File: config.mk
export PLATFORM = sky130hd
export DESIGN_NAME = led_scan_controller
export DESIGN_NICKNAME = d
export VERILOG_FILES = /design/src/rtl/led_scan_pkg.sv /design/src/rtl/scan_prescaler.sv /design/src/rtl/led_scan_controller.sv
export SDC_FILE = /design/constraint.sdc
export NUM_CORES = 1
export LEC_CHECK = 0
export BUFFER_PORTS_ARGS = -buffer_cell sky130_fd_sc_hd__buf_2
export CORE_MARGIN = 3
export CORE_UTILIZATION = 40
export DETAILED_ROUTE_END_ITERATION = 12
export PLACE_DENSITY = 0.57
export SYNTH_ARGS = -nofsm -noshare
export SYNTH_HDL_FRONTEND = slang
export SYNTH_HIERARCHICAL = 1
export SYNTH_SLANG_ARGS = --single-unit
File: constraint.sdc
create_clock -name clk -period 7.2 [get_ports clk]
set_input_delay 1.44 -clock clk [delete_from_list [all_inputs] [get_ports clk]]
set_output_delay 1.44 -clock clk [all_outputs]
set_load 0.01 [all_outputs]
File: src/rtl/led_scan_pkg.sv
// led_scan_pkg: shared scan state encoding and grid size limit
package led_scan_pkg;
  localparam int MAX_N = 8;
  typedef enum logic [1:0] {S_IDLE, S_BLANK, S_ON} state_e;
endpackage

File: src/rtl/scan_prescaler.sv
// scan_prescaler: column-slot cycle counter, held at zero while clr is high
module scan_prescaler #(
  parameter int PRESCALE = 1000
) (
  input  logic                        clk,
  input  logic                        rst_n,
  input  logic                        clr,
  output logic [$clog2(PRESCALE)-1:0] count,
  output logic                        last
);
  localparam int CW = $clog2(PRESCALE);
  logic [CW-1:0] count_q, count_d;
  always_comb count_d = (clr || last) ? '0 : count_q + CW'(1);
  always_ff @(posedge clk or negedge rst_n)
    if (!rst_n) count_q <= '0;
    else count_q <= count_d;
  assign count = count_q;
  assign last  = count_q == CW'(PRESCALE - 1);
endmodule

File: src/rtl/led_scan_controller.sv
// led_scan_controller: column-multiplexed LED scanner with double-buffered frame loading
module led_scan_controller
  import led_scan_pkg::*;
#(
  parameter int N        = 5,
  parameter int PRESCALE = 1000,
  parameter int BLANK    = 1
) (
  input  logic               clk,
  input  logic               rst_n,
  input  logic               run,
  input  logic               frame_valid,
  input  logic [N*N-1:0]     frame_data,
  output logic               frame_ready,
  output logic               frame_done,
  output logic               ena,
  output logic [$clog2(N):0] x,
  output logic [N*N-1:0]     cells
);
  localparam int CW = $clog2(PRESCALE);
  localparam int XW = $clog2(N) + 1;
  if (N < 1 || N > MAX_N) begin : g_bad_n
    $error("led_scan_controller: N=%0d outside 1..%0d", N, MAX_N);
  end
  if (PRESCALE < 2) begin : g_bad_prescale
    $error("led_scan_controller: PRESCALE=%0d must be at least 2", PRESCALE);
  end
  if (BLANK < 1 || BLANK > PRESCALE - 1) begin : g_bad_blank
    $error("led_scan_controller: BLANK=%0d outside 1..PRESCALE-1", BLANK);
  end
  state_e        state_q, state_d;
  logic [XW-1:0] x_q, x_d;
  logic [N*N-1:0] cells_q, cells_d, pend_q, pend_d;
  logic          pend_full_q, pend_full_d;
  logic [CW-1:0] count;
  logic          last, slot_end, boundary, accept;
  scan_prescaler #(.PRESCALE(PRESCALE)) u_prescaler (
    .clk  (clk),
    .rst_n(rst_n),
    .clr  (state_q == S_IDLE || !run),
    .count(count),
    .last (last)
  );
  always_comb begin
    slot_end    = run && state_q == S_ON && last;
    boundary    = slot_end && x_q == XW'(N - 1);
    accept      = frame_valid && !pend_full_q;
    state_d     = state_q;
    case (state_q)
      S_IDLE:  state_d = S_BLANK;
      S_BLANK: state_d = count == CW'(BLANK - 1) ? S_ON : S_BLANK;
      S_ON:    state_d = last ? S_BLANK : S_ON;
      default: state_d = S_IDLE;
    endcase
    if (!run) state_d = S_IDLE;
    x_d         = !run ? '0 : !slot_end ? x_q : boundary ? '0 : x_q + XW'(1);
    pend_d      = accept ? frame_data : pend_q;
    // a frame accepted on the boundary cycle lands in pending, not cells
    pend_full_d = accept || (pend_full_q && !boundary);
    cells_d     = (boundary && pend_full_q) ? pend_q : cells_q;
  end
  always_ff @(posedge clk or negedge rst_n)
    if (!rst_n) begin
      state_q     <= S_IDLE;
      x_q         <= '0;
      cells_q     <= '0;
      pend_q      <= '0;
      pend_full_q <= 1'b0;
    end else begin
      state_q     <= state_d;
      x_q         <= x_d;
      cells_q     <= cells_d;
      pend_q      <= pend_d;
      pend_full_q <= pend_full_d;
    end
  assign ena         = state_q == S_ON;
  assign x           = x_q;
  assign frame_ready = !pend_full_q;
  assign frame_done  = boundary;
  assign cells       = cells_q;
endmodule

==> After elaboration in Yosys (flattened, before gate mapping) <==
Cells that the tools add are included.
{ "word_totals": {"ff_bits": 67, "latchBits": 0, "mem_bits_rw": 0, "romBits": 0, "input_bits": 29, "elab_cells": 35, "mem_count": 0} }
{ "op_classes": {"addsub": 2, "multipliers": 0, "n_div": 0, "magnitude_cmp": 0, "eq_ne": 5, "shift": 0, "n_mux": 8, "n_bitwise": 0, "n_reduce_logical": 14} }
{ "ops": {"columns": ["cell", "n"], "rows": [
  ["2-to-1 mux 4 bit", 3],
  ["adder 10 x 1 -> 10 bit, second input constant", 1],
  ["== test 10 bit, second input constant", 1],
  ["zero test 10 bit", 1],
  ["2-to-1 mux 10 bit", 1],
  ["logical AND 1 bit", 6],
  ["2-to-1 mux 2 bit", 3],
  ["one-hot mux 2 bit (3 select lines)", 1],
  ["adder 4 x 1 -> 4 bit, second input constant", 1],
  ["== test 4 x 3 -> 1 bit, second input constant", 1],
  ["zero test 1 bit", 3],
  ["logical OR 1 bit", 3],
  ["== test 2 x 1 -> 1 bit, second input constant", 1],
  ["== test 2 bit, second input constant", 1],
  ["zero test 2 bit", 1],
  ["!= test 2 x 1 -> 1 bit, second input constant", 1]
]} }

==> Logic depth before layout (Yosys ltp) <==
{ "logic_depth": {"ltp_word": 7, "depth_mapped": 9, "depth_no_buf": 7} }

==> Modules after synthesis <==
Netlist, hierarchy kept.
{ "modules_own_cells": {"columns": ["mod", "n_inst", "cells_per_inst", "area_each_um2", "seq_area_each_um2"], "rows": [
  ["led_scan_controller", 1, 154, 2371.0, 1426.4],
  ["scan_prescaler", 1, 51, 533.0, 250.2]
]} }

==> Least setup slack after synthesis <==
OpenSTA, ideal clock, no wires.
{ "synth_timing": {"kind": "in2out", "startpoint": "in run", "endpoint": "out frame_done", "arrival_time_ns": 1.896, "required_ns": 5.760, "path_slack_ns": 3.864, "path_stages": 2, "n_path_buf": 1, "path_cell_list": "clkbuf_1 > and3_1"} }
{ "synth_via": {"elab_chain_cells": 3} }
{ "synth_rtl": {"columns": ["item", "line_no", "rtl"], "rows": [
  ["start, declared", "led_scan_controller.sv:11", "input logic run,"],
  ["logical AND 1 bit (2 in a row)", "led_scan_controller.sv:45", "slot_end = run && state_q == S_ON && last;"],
  ["logical AND 1 bit", "led_scan_controller.sv:46", "boundary = slot_end && x_q == XW'(N - 1);"],
  ["end, declared", "led_scan_controller.sv:15", "output logic frame_done,"]
]} }
No other way between the ends.

==> Worst setup path after layout <==
{ "layout_timing": {"startpoint": "reg u_prescaler.count_q[0] (netlist: u_prescaler/count[0])", "endpoint": "out frame_done"} }
{ "layout_via": {"elab_chain_cells": 3} }
{ "layout_rtl": {"columns": ["item", "line_no", "rtl"], "rows": [
  ["start, declared", "scan_prescaler.sv:12", "logic [CW-1:0] count_q, count_d;"],
  ["start signal, assigned", "scan_prescaler.sv:16", "else count_q <= count_d;"],
  ["== test 10 bit", "scan_prescaler.sv:18", "assign last = count_q == CW'(PRESCALE - 1);"],
  ["net last", "led_scan_controller.sv:36", "logic last, slot_end, boundary, accept;"],
  ["logical AND 1 bit", "led_scan_controller.sv:45", null],
  ["logical AND 1 bit", "led_scan_controller.sv:46", null]
]} }
The timed path passes the listed nets, and every way through them passes these cells.

==> flow_summary.ini <==
[clock_tree]
clk_latency_ps = 330
postCtsSetupBuffers = 0
tritoncts = built
clk_pin_slew_ps = 70
cts_root_buffer = clkbuf_8
cts_resized = 0
ctsHtreeMaxLevel = 3
clock_sinks = 67
cts_inserted_buffers = 9
cts_buffer_depth = 2
holdBufCountCts = 0

[timing]
max_freq_mhz = 265
fin_skew_ps = 7.53
rsz0062_at_grt = false
setup_viol = 0
period_share_pct = 52.5
hold_viol = 0
drv_slew = 0
setup-tns-final_ps = 0
tightest_slew_ps = 846
min_period_ps = 3780
maxSlewHeadroom_pct = 43.6

[logic_synthesis]
synthesis.area_um2 = 2900
synthArstFlopShare_pct = 100
syn_inst = 205
synth_flop_cell = dfrtp_1
synth_seq_area_share_pct = 57.7
synth_nets = 237
yosysWarnings = 6
avgSynthCellArea_um2 = 14.2
yosysUniqueCellTypes = 40
synth_edf_count = 0
ys_ff_latch = 67

[route]
remaining_drc_errors = 0
routed_wl_mm = 5.11
post_drt_wl_per_cell_um = 13.7
via_count = 1750
drtAntennaViolNets = 0
first_iter_violations = 55
viasPerCell = 4.70
first_pass_iters = 4

[worst_setup_path]
cp_max_fo = 6
crit_required_ps = 5760
r2r_cells = 7
critPathArrivalTime_ps = 2340
critPathMostFrequentCell = and3_1
slowest_stage = dfrtp_1
cp-start-kind = flip-flop
path_class = reg2out
slowest_delay_ps = 420
cp_cell_sequence = ha_1 -> nand2_2 -> nor4b_4 -> and3_1 -> and3b_1 -> and3_1 -> buf_2
endpoint_kind = output pin

[global_route]
grt_use_total_pct = 13.1
grt_max_degree = 68
antenna_found_initial = 0
grt_pass1_wl_mm = 8.64
grt_overflow = 0
grt_pass1_vias = 1771

[die]
initial_core_util_pct = 42.0
io_pins = 61
dieArea_um2 = 8320
coreArea_um2 = 6910
die_width_um = 91.2
die_y_um = 91.2
rows = 30

[flow_run]
maxCapViolCount = 0

[layout]
multi_input_area_um2 = 1150
n_antenna_cell = 0
syn_to_final_growth_pct = 20.8
drive_gt1_share_pct = 50.0
fillers = 643
nets = 303
regArea_um2 = 1680

[worst_hold_path]
min_path_cells = 1
min_path_type = reg2reg

[placement]
io_buffers = 60
place.gp.congestion = 0.810
post-dp-hpwl_mm = 3.45

[power_and_ir_drop]
p_per_area_nw_per_um2 = 227
peakVddDrop_v = 0.000137
finalPower_mw = 0.798
p_leak_nw = 1.79

[outcome]
outcome = completed
==> metal layers <==
metal | wire length, um | global-route usage [%] | vias up | part of all wire (%)
met1 | 2490 | 17.6 | 840 | 49
met4 | 42 | 3.39 | 0 | 0.82
met5 | 0 | 0 | - | 0
met3 | 285 | 5.22 | 5 | 5.6
li1 | - | - | 856 | -
met2 | 2300 | 19.7 | 49 | 45
==> where the power goes <==
group / switching [mW] / leakage [nW] / internal [mW]
Sequential: 0.0138 / 0.889 / 0.397
Combinational: 0.0241 / 0.791 / 0.0272
Clock: 0.141 / 0.109 / 0.194
==> cells in the mapped netlist (3+ instances only) <==
cell | number | area (um2)
ha_1 | 3 | 37.5
inv_1 | 7 | 26.3
o21ai_0 | 3 | 15.0
and3_1 | 4 | 25.0
mux2_4 | 19 | 285
nand3_1 | 6 | 30.0
buf_2 | 3 | 15.0
xnor2_1 | 3 | 26.3
nor2_1 | 10 | 37.5
nand2_1 | 7 | 26.3
dfrtp_1 | 67 | 1680
nor3_1 | 3 | 15.0
mux2_2 | 31 | 349
nor2b_1 | 3 | 18.8
==> flip-flops by register name (all words and copies together) (netlist names) <==
| signal | cells |
|---|---|
| state_q | 2 |
| cells | 25 |
| pend_full_q | 1 |
| pend_q | 25 |
| u_prescaler/count | 10 |
| x | 4 |
==> worst max-delay path: cells and delay by family (launching register included) <==
kind                     cells  cell delay, ps
flip-flops                   1             420
adder cells (fa/ha/maj)      1             240
AND/OR/NAND/NOR              5            1230
buffers and inverters        1             120
==> per-stage QoR <==
step | setup WS [ps] | std cells | instance area, um2 | hold slack [ps] | util [%]
4_1_cts | 3410 | 372 | 3510 | 502 | 50.8
5_1_grt | 3250 | 372 | 3510 | 517 | 50.8
2_1_floorplan | 3860 | 205 | 2900 | 477 | -
6_report | 3420 | 372 | 3510 | 501 | 50.8
3_3_place_gp | 3820 | 356 | 3290 | 482 | 47.7
3_5_place_dp | 3780 | 356 | 3290 | 490 | 47.7
==> placed cells by master (no fill, tap or decap), types with 2 or more instances in the layout <==
| master | count |
|---|---|
| xor2_1 | 2 |
| a31o_2 | 2 |
| nand2_1 | 7 |
| o21a_1 | 2 |
| buf_2 | 60 |
| a21oi_1 | 2 |
| inv_1 | 7 |
| nand2b_1 | 2 |
| clkinv_2 | 3 |
| mux2_4 | 19 |
| and3_1 | 4 |
| buf_4 | 2 |
| nand3_2 | 2 |
| nor4_1 | 2 |
| nor2b_1 | 2 |
| nor2_1 | 10 |
| xnor2_1 | 3 |
| mux2_2 | 31 |
| ha_1 | 3 |
| nor3_1 | 3 |
| dfrtp_1 | 67 |
| nand3b_1 | 2 |
| o21ai_0 | 3 |
| clkbuf_8 | 9 |
| nand3_1 | 6 |
| bufinv_16 | 2 |
| and3b_1 | 2 |
==> area by class of cell <==
class	count	area share, %
clock buffers	9	3.53
clock inverters	7	2.60
inverters	7	0.749
multi-input cells	124	32.9
flip-flops and latches	67	47.8
well taps	96	3.42
repair buffers	62	8.99
==> final timing paths <==
kind / startpoint / endpoint / slack, ps
setup / recovery: u_prescaler/count[0]$_DFF_PN0_ / frame_done / 3420
hold / removal: pend_q[0]$_DFFE_PN0P_ / pend_q[0]$_DFFE_PN0P_ / 500
setup reg to reg: u_prescaler/count[0]$_DFF_PN0_ / cells[18]$_DFFE_PN0P_ / 4290
hold reg to reg: pend_q[0]$_DFFE_PN0P_ / pend_q[0]$_DFFE_PN0P_ / 500
max in group asynchronous: rst_n / cells[9]$_DFFE_PN0P_ / 5350
min in group asynchronous: rst_n / pend_full_q$_DFF_PN0_ / 1270
==> cell families after synthesis <==
kind of cell	share of synthesized area, %
DFF	57.7
muxes	22.2
and+or+nand+nor	10.9
AOI/OAI and AO/OA	3.79
buffers and inverters	2.59
adders and majority gates	1.29
xor gates and xnor gates	1.51
Note: power is estimated with default switching activity, not from simulation.
